`src/rtl/draw_rect_seq.sv`:
```
// -----------------------------------------------------------------------------
// draw_rect_seq
//
// Motion sequencer for the draggable rectangle. In FOLLOW the rectangle tracks
// the mouse (clamped to the visible area). A left click drops it: in FALL it
// moves under fixed-point gravity, one physics step per frame_tick, bouncing
// off the floor with damping until the rebound is too weak, then it sits in
// REST. A click in FALL or REST hands the rectangle back to the mouse.
//
// Optional feature (macro DRAW_RECT_SEQ_AUTO_REARM_EN): after REARM_FRAMES
// frame ticks spent in REST the sequencer returns to FOLLOW on its own.
//
// Ports:
//   clk               system clock
//   rst               asynchronous reset, active-high
//   frame_tick        one-cycle pulse per frame, advances the physics
//   mouse_left        left button level, synchronous to clk
//   mouse_x_position  mouse x (12 bit)
//   mouse_y_position  mouse y (12 bit)
//   xpos              rectangle left edge (registered)
//   ypos              rectangle top edge (registered)
//   state             0=FOLLOW, 1=FALL, 2=REST (registered)
//   at_rest           high while state==REST (registered)
// -----------------------------------------------------------------------------
module draw_rect_seq #(
    parameter int VISIBLE_WIDTH  = 800,
    parameter int VISIBLE_HEIGHT = 600,
    parameter int RECT_WIDTH     = 48,
    parameter int RECT_HEIGHT    = 64,
    parameter int GRAVITY        = 8,
    parameter int DAMP_SHIFT     = 1,
    parameter int MIN_BOUNCE_VEL = 16,
    parameter int REARM_FRAMES   = 120
) (
    input  logic        clk,
    input  logic        rst,
    input  logic        frame_tick,
    input  logic        mouse_left,
    input  logic [11:0] mouse_x_position,
    input  logic [11:0] mouse_y_position,
    output logic [11:0] xpos,
    output logic [11:0] ypos,
    output logic [1:0]  state,
    output logic        at_rest
);

    localparam int FLOOR = VISIBLE_HEIGHT - RECT_HEIGHT;
    localparam int XMAX  = VISIBLE_WIDTH - RECT_WIDTH;

    localparam logic [11:0]        FLOOR_U  = 12'(FLOOR);
    localparam logic [11:0]        XMAX_U   = 12'(XMAX);
    localparam logic signed [13:0] FLOOR_S  = 14'(FLOOR);
    localparam logic signed [15:0] GRAV_V   = 16'(GRAVITY);
    localparam logic signed [15:0] MIN_BV_V = 16'(MIN_BOUNCE_VEL);

    // The rest counter is 8 bits wide, so the re-arm period must fit in it.
    if (REARM_FRAMES < 1 || REARM_FRAMES > 256) begin : g_bad_rearm
        $error("REARM_FRAMES must be in 1..256");
    end
    if (DAMP_SHIFT < 0 || DAMP_SHIFT > 15) begin : g_bad_damp
        $error("DAMP_SHIFT must be in 0..15");
    end

    typedef enum logic [1:0] {
        FOLLOW = 2'd0,
        FALL   = 2'd1,
        REST   = 2'd2
    } state_t;

    state_t             st_q, st_nxt;
    logic [11:0]        xpos_q, xpos_nxt;
    logic [11:0]        ypos_q, ypos_nxt;
    logic signed [15:0] vel_q, vel_nxt;
    logic               btn_d;
    logic               at_rest_q;
    logic               click;

    logic signed [15:0] vel_g;
    logic signed [13:0] disp;
    logic signed [13:0] y_cand;
    logic signed [15:0] bv;

    // Velocity add with saturation to the signed 16-bit range.
    function automatic logic signed [15:0] sat_add16(input logic signed [15:0] a,
                                                     input logic signed [15:0] b);
        logic signed [16:0] s;
        s = {a[15], a} + {b[15], b};
        if (s > 17'sd32767)
            return 16'sh7FFF;
        else if (s < -17'sd32768)
            return 16'sh8000;
        else
            return s[15:0];
    endfunction

    function automatic logic [11:0] clamp_max(input logic [11:0] v,
                                              input logic [11:0] lim);
        return (v > lim) ? lim : v;
    endfunction

    assign click = mouse_left & ~btn_d;

    // Candidate physics step, only consumed in FALL on a tick.
    assign vel_g  = sat_add16(vel_q, GRAV_V);
    assign disp   = 14'(vel_g >>> 4);
    assign y_cand = $signed({2'b00, ypos_q}) + disp;
    assign bv     = vel_g >>> DAMP_SHIFT;

`ifdef DRAW_RECT_SEQ_AUTO_REARM_EN
    localparam logic [7:0] REARM_LAST = 8'(REARM_FRAMES - 1);
    logic [7:0] rest_cnt_q, rest_cnt_nxt;
`endif

    always_comb begin
        st_nxt   = st_q;
        xpos_nxt = xpos_q;
        ypos_nxt = ypos_q;
        vel_nxt  = vel_q;
`ifdef DRAW_RECT_SEQ_AUTO_REARM_EN
        rest_cnt_nxt = rest_cnt_q;
`endif
        unique case (st_q)
            FOLLOW: begin
                if (click) begin
                    // Rectangle is released where it currently is.
                    st_nxt  = FALL;
                    vel_nxt = '0;
                end else begin
                    xpos_nxt = clamp_max(mouse_x_position, XMAX_U);
                    ypos_nxt = clamp_max(mouse_y_position, FLOOR_U);
                end
            end
            FALL: begin
                // A click catches the block; a same-cycle tick is dropped.
                if (click) begin
                    st_nxt  = FOLLOW;
                    vel_nxt = '0;
                end else if (frame_tick) begin
                    if (y_cand >= FLOOR_S && vel_g > 16'sd0) begin
                        ypos_nxt = FLOOR_U;
                        if (bv < MIN_BV_V) begin
                            vel_nxt = '0;
                            st_nxt  = REST;
`ifdef DRAW_RECT_SEQ_AUTO_REARM_EN
                            rest_cnt_nxt = '0;
`endif
                        end else begin
                            vel_nxt = -bv;
                        end
                    end else if (y_cand < 14'sd0) begin
                        ypos_nxt = '0;
                        vel_nxt  = '0;
                    end else begin
                        ypos_nxt = y_cand[11:0];
                        vel_nxt  = vel_g;
                    end
                end
            end
            REST: begin
                ypos_nxt = FLOOR_U;
                if (click) begin
                    st_nxt = FOLLOW;
                end
`ifdef DRAW_RECT_SEQ_AUTO_REARM_EN
                else if (frame_tick) begin
                    if (rest_cnt_q == REARM_LAST)
                        st_nxt = FOLLOW;
                    rest_cnt_nxt = rest_cnt_q + 8'd1;
                end
`endif
            end
            default: begin
                st_nxt  = FOLLOW;
                vel_nxt = '0;
            end
        endcase
    end

    always_ff @(posedge clk or posedge rst) begin
        if (rst) begin
            st_q      <= FOLLOW;
            xpos_q    <= '0;
            ypos_q    <= '0;
            vel_q     <= '0;
            btn_d     <= 1'b1;
            at_rest_q <= 1'b0;
        end else begin
            st_q      <= st_nxt;
            xpos_q    <= xpos_nxt;
            ypos_q    <= ypos_nxt;
            vel_q     <= vel_nxt;
            btn_d     <= mouse_left;
            at_rest_q <= (st_nxt == REST);
        end
    end

`ifdef DRAW_RECT_SEQ_AUTO_REARM_EN
    always_ff @(posedge clk or posedge rst) begin
        if (rst)
            rest_cnt_q <= '0;
        else
            rest_cnt_q <= rest_cnt_nxt;
    end
`endif

    assign xpos    = xpos_q;
    assign ypos    = ypos_q;
    assign state   = st_q;
    assign at_rest = at_rest_q;

endmodule

```
`config.mk`:
```
export PLATFORM = sky130hd
export DESIGN_NAME = draw_rect_seq
export DESIGN_NICKNAME = d
export VERILOG_FILES = /design/src/rtl/draw_rect_seq.sv
export SDC_FILE = /design/constraint.sdc
export NUM_CORES = 1
export LEC_CHECK = 0
export CAP_MARGIN = 20
export CORE_MARGIN = 1.5
export CORE_UTILIZATION = 50
export DETAILED_ROUTE_END_ITERATION = 8
export PLACE_DENSITY = 0.88
export SYNTH_ARGS = -nofsm -noshare
export SYNTH_HDL_FRONTEND = slang
export SYNTH_SLANG_ARGS = --single-unit
```
`constraint.sdc`:
```
create_clock -name clk -period 4.5 [get_ports clk]
set_clock_uncertainty 0.05 [all_clocks]
set_input_delay 1.125 -clock clk [delete_from_list [all_inputs] [get_ports clk]]
set_output_delay 1.125 -clock clk [all_outputs]
set_load 0.02 [all_outputs]
```
# ---- Word-level counts from Yosys, hierarchy flattened
# Index checks and enable logic that the tools add are counted.
dict set report totals {
  ff_bits 44
  input_bits 28
  output_inout_bits 27
  wordCells 59
}
dict set report op_classes {
  n_addsub 3
  n_lt_le_gt_ge 8
  n_eq_ne 8
  muxes 24
  bitwise_logic 4
  reduce_logical 6
}
# cell count
set ops {}
lappend ops {{16-bit 2-to-1 mux} 8}
lappend ops {{12-bit 2-to-1 mux} 7}
lappend ops {{16-bit case mux with 3 select lines} 1}
lappend ops {{12-bit case mux with 3 select lines} 1}
lappend ops {{12-bit by 10-bit greater-than comparator with 1-bit output, second input constant} 2}
lappend ops {{16-bit by 5-bit adder with 17-bit output, second input constant} 1}
lappend ops {{17-bit by 16-bit greater-than comparator with 1-bit output, second input constant} 1}
lappend ops {{17-bit by 16-bit < comparator with 1-bit output, second input constant} 1}
lappend ops {{16-bit by 1-bit greater-than comparator with 1-bit output, second input constant} 1}
lappend ops {{15-bit negator with 16-bit output} 1}
lappend ops {{15-bit by 6-bit < comparator with 1-bit output, second input constant} 1}
lappend ops {{13-bit by 12-bit adder with 14-bit output} 1}
lappend ops {{14-bit by 11-bit greater-or-equal comparator with 1-bit output, second input constant} 1}
lappend ops {{14-bit by 1-bit < comparator with 1-bit output, second input constant} 1}
lappend ops {{2-bit 2-to-1 mux} 6}
lappend ops {{2-bit inequality test, second input constant} 4}
lappend ops {{2-bit case mux with 3 select lines} 1}
lappend ops {{2-bit == test, second input constant} 2}
lappend ops {{4-bit AND reduction} 1}
lappend ops {{3-bit inequality test, second input constant} 1}
lappend ops {{1-bit inverter} 3}
lappend ops {{3-bit AND reduction} 1}
lappend ops {{3-bit nonzero test} 1}
lappend ops {{2-bit by 1-bit == test with 1-bit output, second input constant} 1}
lappend ops {{other kinds (4)} 4}

# ---- Logic depth before layout (Yosys ltp)
# Gate-level depths: netlist of the first run.
dict set report depth {
  depth_word 12
  ltp_mapped 24
  depth_no_buf 22
}

# ---- Least setup slack after synthesis of the first run
# OpenSTA, ideal clock, no wires.
dict set report synth_path {
  path_type {register to register}
  from {reg vel_q[4]}
  to {reg st_q[0] (netlist: state[0])}
  setup_time_ns 0.094
  arrival_ns 4.502
  required_ns 4.356
  slack_ns -0.146
  stages_incl_launch_ff 22
  path_buffers 2
  period_less_slack_ns 4.646
  cell_sequence {dfrtp_1 ha_1 buf_2 xnor2_1 nor4_1 o21ai_0 nor4_1 nor2_1 o21ai_1 ha_1 o21ai_0 o21a_1 o211ai_1 a21oi_1 o21bai_1 ha_1 nor2_1 o31ai_1 a31oi_1 buf_6 a311o_1 a221oi_2}
}
dict set report synth_via {
  elab_chain_cells 11
  elab_cells_between_ends 15
  classes_between {add/sub: 2; order compare: 5; mux: 7; reduce/logical: 1}
}
# item line_no
set synth_rtl {}
lappend synth_rtl {{start: declaration} 73} ;# logic signed [15:0] vel_q, vel_nxt;
lappend synth_rtl {{start signal: assignment} 191} ;# vel_q <= vel_nxt;
lappend synth_rtl {{16-bit by 5-bit adder with 17-bit output (*)} 87} ;# s = {a[15], a} + {b[15], b};
lappend synth_rtl {{17-bit by 16-bit < comparator with 1-bit output} 90} ;# else if (s < -17'sd32768)
lappend synth_rtl {{16-bit 2-to-1 mux} 90}
lappend synth_rtl {{16-bit 2-to-1 mux (*)} 88} ;# if (s > 17'sd32767)
lappend synth_rtl {{13-bit by 12-bit adder with 14-bit output} 106} ;# assign y_cand = $signed({2'b00, ypos_q}) + disp;
lappend synth_rtl {{14-bit by 11-bit greater-or-equal comparator with 1-bit output} 139} ;# if (y_cand >= FLOOR_S && vel_g > 16'sd0) begin
lappend synth_rtl {{1-bit logical AND} 139}
lappend synth_rtl {{2-bit 2-to-1 mux (*)} 139}
lappend synth_rtl {{2-bit 2-to-1 mux (*)} 138} ;# end else if (frame_tick) begin
lappend synth_rtl {{2-bit 2-to-1 mux (*)} 135} ;# if (click) begin
lappend synth_rtl {{2-bit case mux with 3 select lines (*)} 122} ;# unique case (st_q)
lappend synth_rtl {{via st_nxt[0]} 70} ;# state_t st_q, st_nxt;
lappend synth_rtl {{end signal: assignment} 188} ;# st_q <= st_nxt;
lappend synth_rtl {{end: declaration} 70}
# The timed path passes the listed nets; every way through them passes the cells marked *.
# A chain may end at the register's enable or synchronous reset.

# ---- Worst setup path after layout of the first run
dict set report layout_path {
  from {reg vel_q[3]}
  to {reg vel_q[10]}
}
dict set report layout_via {
  elab_chain_cells 11
  elab_cells_between_ends 18
  classes_between {add/sub: 3; order compare: 6; mux: 8; reduce/logical: 1}
}
# item line_no
set layout_rtl {}
lappend layout_rtl {{16-bit by 5-bit adder with 17-bit output (*)} 87}
lappend layout_rtl {{17-bit by 16-bit < comparator with 1-bit output} 90}
lappend layout_rtl {{16-bit 2-to-1 mux} 90}
lappend layout_rtl {{16-bit 2-to-1 mux (*)} 88}
lappend layout_rtl {{13-bit by 12-bit adder with 14-bit output} 106}
lappend layout_rtl {{14-bit by 1-bit < comparator with 1-bit output / 14-bit by 11-bit greater-or-equal comparator with 1-bit output (equally long branches)} {150, 139}}
lappend layout_rtl {{16-bit 2-to-1 mux / 1-bit logical AND (equally long branches)} {150, 139}}
lappend layout_rtl {{16-bit 2-to-1 mux (*)} 139}
lappend layout_rtl {{16-bit 2-to-1 mux (*)} 138}
lappend layout_rtl {{16-bit 2-to-1 mux (*)} 135}
lappend layout_rtl {{16-bit case mux with 3 select lines (*)} 122}
# Mark *: on every way between the ends. The rest lies on a longest branch, timed or not. The select of a mux whose other input is x is not followed.

==> qor.yml, run 1 <==
timing:
  maxSlewHeadroom: 0.4993
  worst_pin_slew_ps: 744.6
  fin_tns_setup_ps: -11770
  fmax_ghz: 0.2013
  finalCriticalPeriod_ps: 4968
  finalWorstSetupSlack_ps: -467.6
  hold_viol: 0
  finalCritPeriodShare: 1.104
  setup_viol: 31
  finalMaxSlewViolations: 0
  rsz0062_at_grt: "true"
  whs_ps: 448.8
routing:
  detail_route.first_pass.iterations: 9
  vias_per_cell: 7.085
  drt_iter0_markers: 813
  vias: 4839
  drc_errors: 2
  wl_um: 16550
  detail-route-antenna-nets: 0
  wl_per_cell_um: 24.23
cts:
  clk_pin_slew_worst_paths_ps: 100
  clk_path_buf_depth: 2
  htree_levels: 2
  cts_made_buffers: 5
  clock_sink_count: 44
  insertion_delay_ps: 320
  cts-root-buf: "clkbuf_8"
  ctsHoldBuffers: 0
  cts_tree: "yes"
placed_design:
  dp_hpwl_um: 8463
  place_ws_ps: -285.7
  port_buffers: 54
  gp_congestion: 0.9589
  dpl_cell_area_um2: 4688
synthesis:
  synth_area_um2: 3679
  ys.flop_type: "dfrtp_1"
  postSynthCellCount: 433
  synth_area_leader_cell: "dfrtp_1"
  yosysWarnings: 0
  synth_async_sr_flop_share: 1.000
  avgSynthCellArea_um2: 8.495
  synth_seq_area_share: 0.2997
  syn_nets: 483
  ys_types: 73
  ys_seq_elements: 44
  synth.top_cells.by_area: "dfrtp_1 29%, ha_1 7.1%, nand2_1 4.8%, o221ai_1 4.5%, inv_1 3.6%"
  synth-edff-count: 0
  synth_top_cell_area_share: 0.2925
setup_path:
  critPathKind: "reg2reg"
  critPathArrivalTime_ps: 5160
  cp_max_fo: 5
  start_kind: "flop"
  slowest_stage: "or4b_4"
  endpoint_kind: "flop"
  crit_top_cell: "buf_4"
  r2r_cells: 26
  ff2ff_setup_slack_ps: -470
  crit_required_ps: 4690
  crit_path_max_incr_delay_ps: 490
pwr:
  p_leak_nw: 2.464
  p_per_area_nw_per_um2: 433.8
  ir_drop_uv: 387.7
outcome:
  status: "finished, violations left"
  violations: "design-rule violations, negative setup slack"
finish:
  finalInstanceArea_um2: 5685
  drive_gt1_frac: 0.3459
  layout.nets: 633
  utilization: 0.7923
  n_antenna_cell: 0
  synthToLayoutAreaGrowth_pct: 54.56
floorplanning:
  start_util: 0.5126
  floorplan.io_pins: 55
  row_count: 31
  die_h_um: 88.78
  core_um2: 7176
  die_x_um: 88.78
  dieArea_um2: 7881
grt:
  grtUsageTotal: 0.3575
  antenna_found_initial: 0
  grt_pass1_vias: 4344
  grt_first_pass_wirelength_um: 21600
  grt_max_degree: 45
  grt.overflow.total: 0
job:
  cap_violations: 0
min_path:
  hold_depth: 1
  hold_path_class: "reg2reg"
cells in the final DEF, fill, tap and decap left out, types with 7 or more instances in the layout:
cell type,instances
dfrtp_1,39
nand3_1,14
and2_1,7
xor2_1,9
buf_6,8
inv_1,30
nor2_1,26
buf_4,95
o21ai_0,15
o211ai_1,12
a21oi_1,10
nor3_1,7
ha_1,14
o221ai_2,14
nand2_1,46
nand4_1,7
clkdlybuf4s50_1,54
xnor2_1,14
timing repair:
| action | in CTS | in global routing |
|---|---|---|
| gates resized for setup | 51 | 49 |
| cloned | 2 | 0 |
| setup endpoints to repair | 31 | 31 |
| setup buffers | 29 | 21 |
| pin swaps | 18 | 43 |
sequential cells by signal, summed over array words and instances, names as in the netlist:
| register | cells |
|---|---|
| xpos | 12 |
| ypos | 12 |
| state | 2 |
| btn_d | 1 |
| at_rest | 1 |
| vel_q | 16 |
cells by family (layout without fill, tap and decap cells):
| group | after synthesis | in the layout | synth area share |
|---|---|---|---|
| and+or+nand+nor | 157 | 159 | 0.2272 |
| AOI/OAI and AO/OA | 127 | 127 | 0.2605 |
| buffers and inverters | 53 | 202 | 0.06156 |
| DFF | 44 | 44 | 0.2997 |
| xor gates and xnor gates | 24 | 24 | 0.05715 |
| adders and majority gates | 22 | 22 | 0.07687 |
| muxes | 6 | 6 | 0.01701 |
area by class of cell:
| class | instances | area [µm²] |
|---|---|---|
| clock buffers | 6 | 72.57 |
| clock inverters | 2 | 60.06 |
| fillers | 400 | 1490 |
| inverters | 35 | 136.4 |
| multi-input cells | 338 | 2801 |
| flip-flops and latches | 44 | 1107 |
| well taps | 99 | 123.9 |
| repair buffers | 159 | 1384 |
Yosys cell counts (3+ instances only):
cell type and number:
clkbuf_1 6, inv_1 35, nand2b_1 3, nor2_1 30, xnor2_1 15, nor3_1 11
a211oi_1 3, buf_2 7, a211oi_2 3, mux2i_1 4, and2_1 9, nand4_1 7
nor4_1 8, a31oi_1 4, a21o_1 3, buf_4 3, o22a_1 5, a21oi_1 13
dfrtp_1 43, xor2_1 9, o221ai_1 19, o21ai_0 19, or3_1 3, ha_1 21
or4_1 3, nand2_1 47, a22o_1 5, o21ai_1 3, nand3_1 16, o211ai_1 12
o31ai_1 6, o21a_1 4, and3_1 4, o21bai_1 5
power by group:
part,switching (mW),internal [mW]
clock network,0.159,0.222
registers,0.0807,0.468
logic,0.884,0.652
total,1.12,1.34
final timing paths:
check | from | endpoint
max | vel_q[3]$_DFFE_PP0P_ | vel_q[10]$_DFFE_PP0P_
min | xpos[11]$_DFFE_PP0P_ | xpos[11]$_DFFE_PP0P_
max reg2reg | vel_q[3]$_DFFE_PP0P_ | vel_q[10]$_DFFE_PP0P_
min reg2reg | xpos[11]$_DFFE_PP0P_ | xpos[11]$_DFFE_PP0P_
max in group asynchronous | rst | btn_d$_DFF_PP1_
min in group asynchronous | rst | vel_q[2]$_DFFE_PP0P_
per-stage QoR:
step,std cells,power (mW)
detailed placement,625,1.597
CTS,663,2.146
global route,683,2.527
finish,683,2.466
global placement,625,1.563
floorplan,433,1.214
critical path, delay by kind of cell, from the launching register on:
family / cells / cell delay, ps
adder cells (fa/ha/maj): 2 / 420
AO/OA/AOI/OAI: 7 / 1050
flip-flops: 1 / 380
AND/OR/NAND/NOR: 6 / 1470
XOR/XNOR: 1 / 330
buffers and inverters: 10 / 1230
per-layer routing:
layer / global-route usage / vias up / wire [µm]
li1: - / 1916 / -
met1: 0.4284 / 2224 / 5700
met2: 0.6095 / 505 / 7611
met3: 0.06437 / 194 / 1725
met4: 0.1889 / 0 / 1511
met5: 0 / - / 0
Note: power is estimated with default switching activity, not from simulation.
==> inputs of run 2 (changes only) <==
CORE_MARGIN = 2   (was 1.5)
PLACE_DENSITY = 0.85   (was 0.88)
clock period = 5 ns   (was 4.5 ns; I/O delays follow)
==> qor.yml, run 2 (synthesis gave the netlist of run 1 again) <==
floorplanning:
  floorplan.io_pins: 55  # unchanged
  dieArea_um2: 8060  # was 7881 µm²
  die_x_um: 89.78  # was 88.78 µm
  core_um2: 7176  # unchanged
  die_h_um: 89.78  # was 88.78 µm
  start_util: 0.5126  # unchanged
  row_count: 31  # unchanged
timing:
  fmax_ghz: 0.2084  # was 0.2013 GHz
  finalCritPeriodShare: 0.9599  # was 1.104
  maxSlewHeadroom: 0.4857  # was 0.4993
  hold_viol: 0  # unchanged
  finalMaxSlewViolations: 0  # unchanged
  setup_viol: 0  # was 31
  fin_tns_setup_ps: 0  # was -11770 ps
  worst_pin_slew_ps: 771.5  # was 744.6 ps
  finalCriticalPeriod_ps: 4799  # was 4968 ps
grt:
  grt_pass1_vias: 3455  # was 4344
  antenna_found_initial: 0  # unchanged
  grtUsageTotal: 0.2453  # was 0.3575
  grt_first_pass_wirelength_um: 16420  # was 21600 µm
  grt.overflow.total: 0  # unchanged
  grt_max_degree: 45  # unchanged
cts:
  clock_sink_count: 44  # unchanged
  htree_levels: 2  # unchanged
  cts-root-buf: "clkbuf_8"  # unchanged
  clk_pin_slew_worst_paths_ps: 80  # was 100 ps
  ctsHoldBuffers: 0  # unchanged
  clk_path_buf_depth: 2  # unchanged
  insertion_delay_ps: 310  # was 320 ps
  cts_tree: "yes"  # unchanged
  cts_made_buffers: 5  # unchanged
pwr:
  p_leak_nw: 1.951  # was 2.464 nW
  ir_drop_uv: 265.0  # was 387.7 µV
  p_per_area_nw_per_um2: 367.4  # was 433.8 nW/µm²
  finalPower_mw: 1.729  # was 2.466 mW
routing:
  drc_errors: 0  # was 2
  detail_route.first_pass.iterations: 7  # was 9
  vias_per_cell: 6.171  # was 7.085
  wl_um: 10280  # was 16550 µm
  wl_per_cell_um: 17.19  # was 24.23 µm
  drt_iter0_markers: 467  # was 813
  detail-route-antenna-nets: 0  # unchanged
  vias: 3690  # was 4839
setup_path:
  r2r-start: "vel_q[4]$_DFFE_PP0P_"  # was vel_q[3]$_DFFE_PP0P_
  ff2ff_setup_slack_ps: 200  # was -470 ps
  crit_required_ps: 5160  # was 4690 ps
  cp_cell_sequence: "buf_4 > and2_2 > o211ai_1 > a211oi_2 > nor4_2 > nor2_2 > inv_1 > nor2_2 > inv_1 > ha_1 > fa_2 > a211oi_4 > o211ai_1 > a221oi_2 > nand4_1 > o31ai_2 > a31oi_1 > buf_4 > or3_4 > o221ai_2"
  endpoint_kind: "flop"  # unchanged
  r2r_end: "vel_q[4]$_DFFE_PP0P_"  # was vel_q[10]$_DFFE_PP0P_
  critPathKind: "reg2reg"  # unchanged
  cp_max_fo: 12  # was 5
  slowest_stage: "or3_4"  # was or4b_4
  crit_path_max_incr_delay_ps: 470  # was 490 ps
  critPathArrivalTime_ps: 4960  # was 5160 ps
  r2r_cells: 20  # was 26
  start_kind: "flop"  # unchanged
finish:
  largest-register: "vel_q"  # unchanged
  layout.nets: 548  # was 633
  largest_reg_flops: 16  # unchanged
  final_common_cell: "clkdlybuf4s50_1"  # was buf_4
  drive_gt1_frac: 0.1583  # was 0.3459
  multi_input_area_um2: 2517  # was 2801 µm²
  seqCellArea_um2: 1107  # unchanged
  n_fill_cell: 585  # was 400
  synthToLayoutAreaGrowth_pct: 27.93  # was 54.56%
  final_cell_mix: "54 x clkdlybuf4s50_1, 46 x nand2_1, 39 x dfrtp_1, 34 x inv_1, 28 x nor2_1"  # was 95 x buf_4, 54 x clkdlybuf4s50_1, 46 x nand2_1, 39 x dfrtp_1, 30 x inv_1
  n_antenna_cell: 0  # unchanged
min_path:
  holdPathEnd: "xpos[10]$_DFFE_PP0P_"  # was xpos[11]$_DFFE_PP0P_
  hold_depth: 1  # unchanged
  worstHoldStart: "xpos[10]$_DFFE_PP0P_"  # was xpos[11]$_DFFE_PP0P_
  hold_path_class: "reg2reg"  # unchanged
placed_design:
  port_buffers: 54  # unchanged
  gp_congestion: 0.9160  # was 0.9589
  dp_hpwl_um: 7487  # was 8463 µm
job:
  cap_violations: 0  # unchanged
outcome:
  status: "finished, final reports clean"  # was finished, violations left
run 2: changes by cell type in the layout (fill, tap and decap cells not counted), sizes merged:
cell / delta
buf: -84
bufinv: -1
clkbuf: -1
clkinvlp: +1
inv: +1
nand4b: -1
run 2: cell type report:
type                       count  share of cell area
sequential                    44              0.2353
clock inverter                 3            0.009838
tap                           99             0.02632
multi-input combinational    337              0.5350
clock buffer                   5             0.01462
timing repair buffer          75              0.1510
inverter                      35             0.02792
run 2: worst max-delay path, delay by kind of cell, from the launching register on:
kind / cells / cell delay [ps]
simple gates: 6 / 1340
flops: 1 / 390
compound gates: 8 / 1750
buf+inv: 4 / 540
fa+ha+maj: 2 / 640
run 2: layer usage:
metal,global-route usage,share of wire,vias up
li1,-,-,1750
met1,0.3301,0.42,1724
met2,0.4047,0.48,170
met3,0.03269,0.063,46
met4,0.09231,0.035,0
met5,0,0,-
run 2: repair_timing:
item	in CTS	in global routing
resized for setup	5	32
pin swaps	0	9
cloned	0	1
endpoints found under the setup margin	17	31
setup buffers	0	3
run 2: how the worst max path moves through the flow:
stage	cells past startpoint	slack [ps]	end	startpoint
after global routing	22	-100	vel_q[12]$_DFFE_PP0P_	vel_q[4]$_DFFE_PP0P_
after global placement	20	30	vel_q[4]$_DFFE_PP0P_	vel_q[3]$_DFFE_PP0P_
after floorplan	21	350	state[0]$_DFF_PP0_	vel_q[4]$_DFFE_PP0P_
after detailed placement	20	-100	vel_q[4]$_DFFE_PP0P_	vel_q[3]$_DFFE_PP0P_
after CTS	20	20	vel_q[4]$_DFFE_PP0P_	vel_q[3]$_DFFE_PP0P_
final	20	200	vel_q[4]$_DFFE_PP0P_	vel_q[4]$_DFFE_PP0P_
run 2: metrics by stage:
| stage | hold slack [ps] | utilization | worst slack [ps] | cells | area (µm²) |
|---|---|---|---|---|---|
| floorplan | 450.4 | - | 354.1 | 433 | 3679 |
| global placement | 419.8 | 0.6098 | 33.69 | 585 | 4375 |
| detailed placement | 434.4 | 0.6098 | -103.3 | 585 | 4375 |
| CTS | 456.4 | 0.6274 | 24.12 | 593 | 4502 |
| global route | 469.3 | 0.6558 | -98.04 | 598 | 4706 |
| finish | 452.4 | 0.6558 | 200.6 | 598 | 4706 |
run 2: power breakdown:
| part | total, mW | internal (mW) | switching, mW |
|---|---|---|---|
| clock network | 0.283 | 0.151 | 0.132 |
| logic | 0.959 | 0.400 | 0.560 |
| registers | 0.486 | 0.422 | 0.0642 |
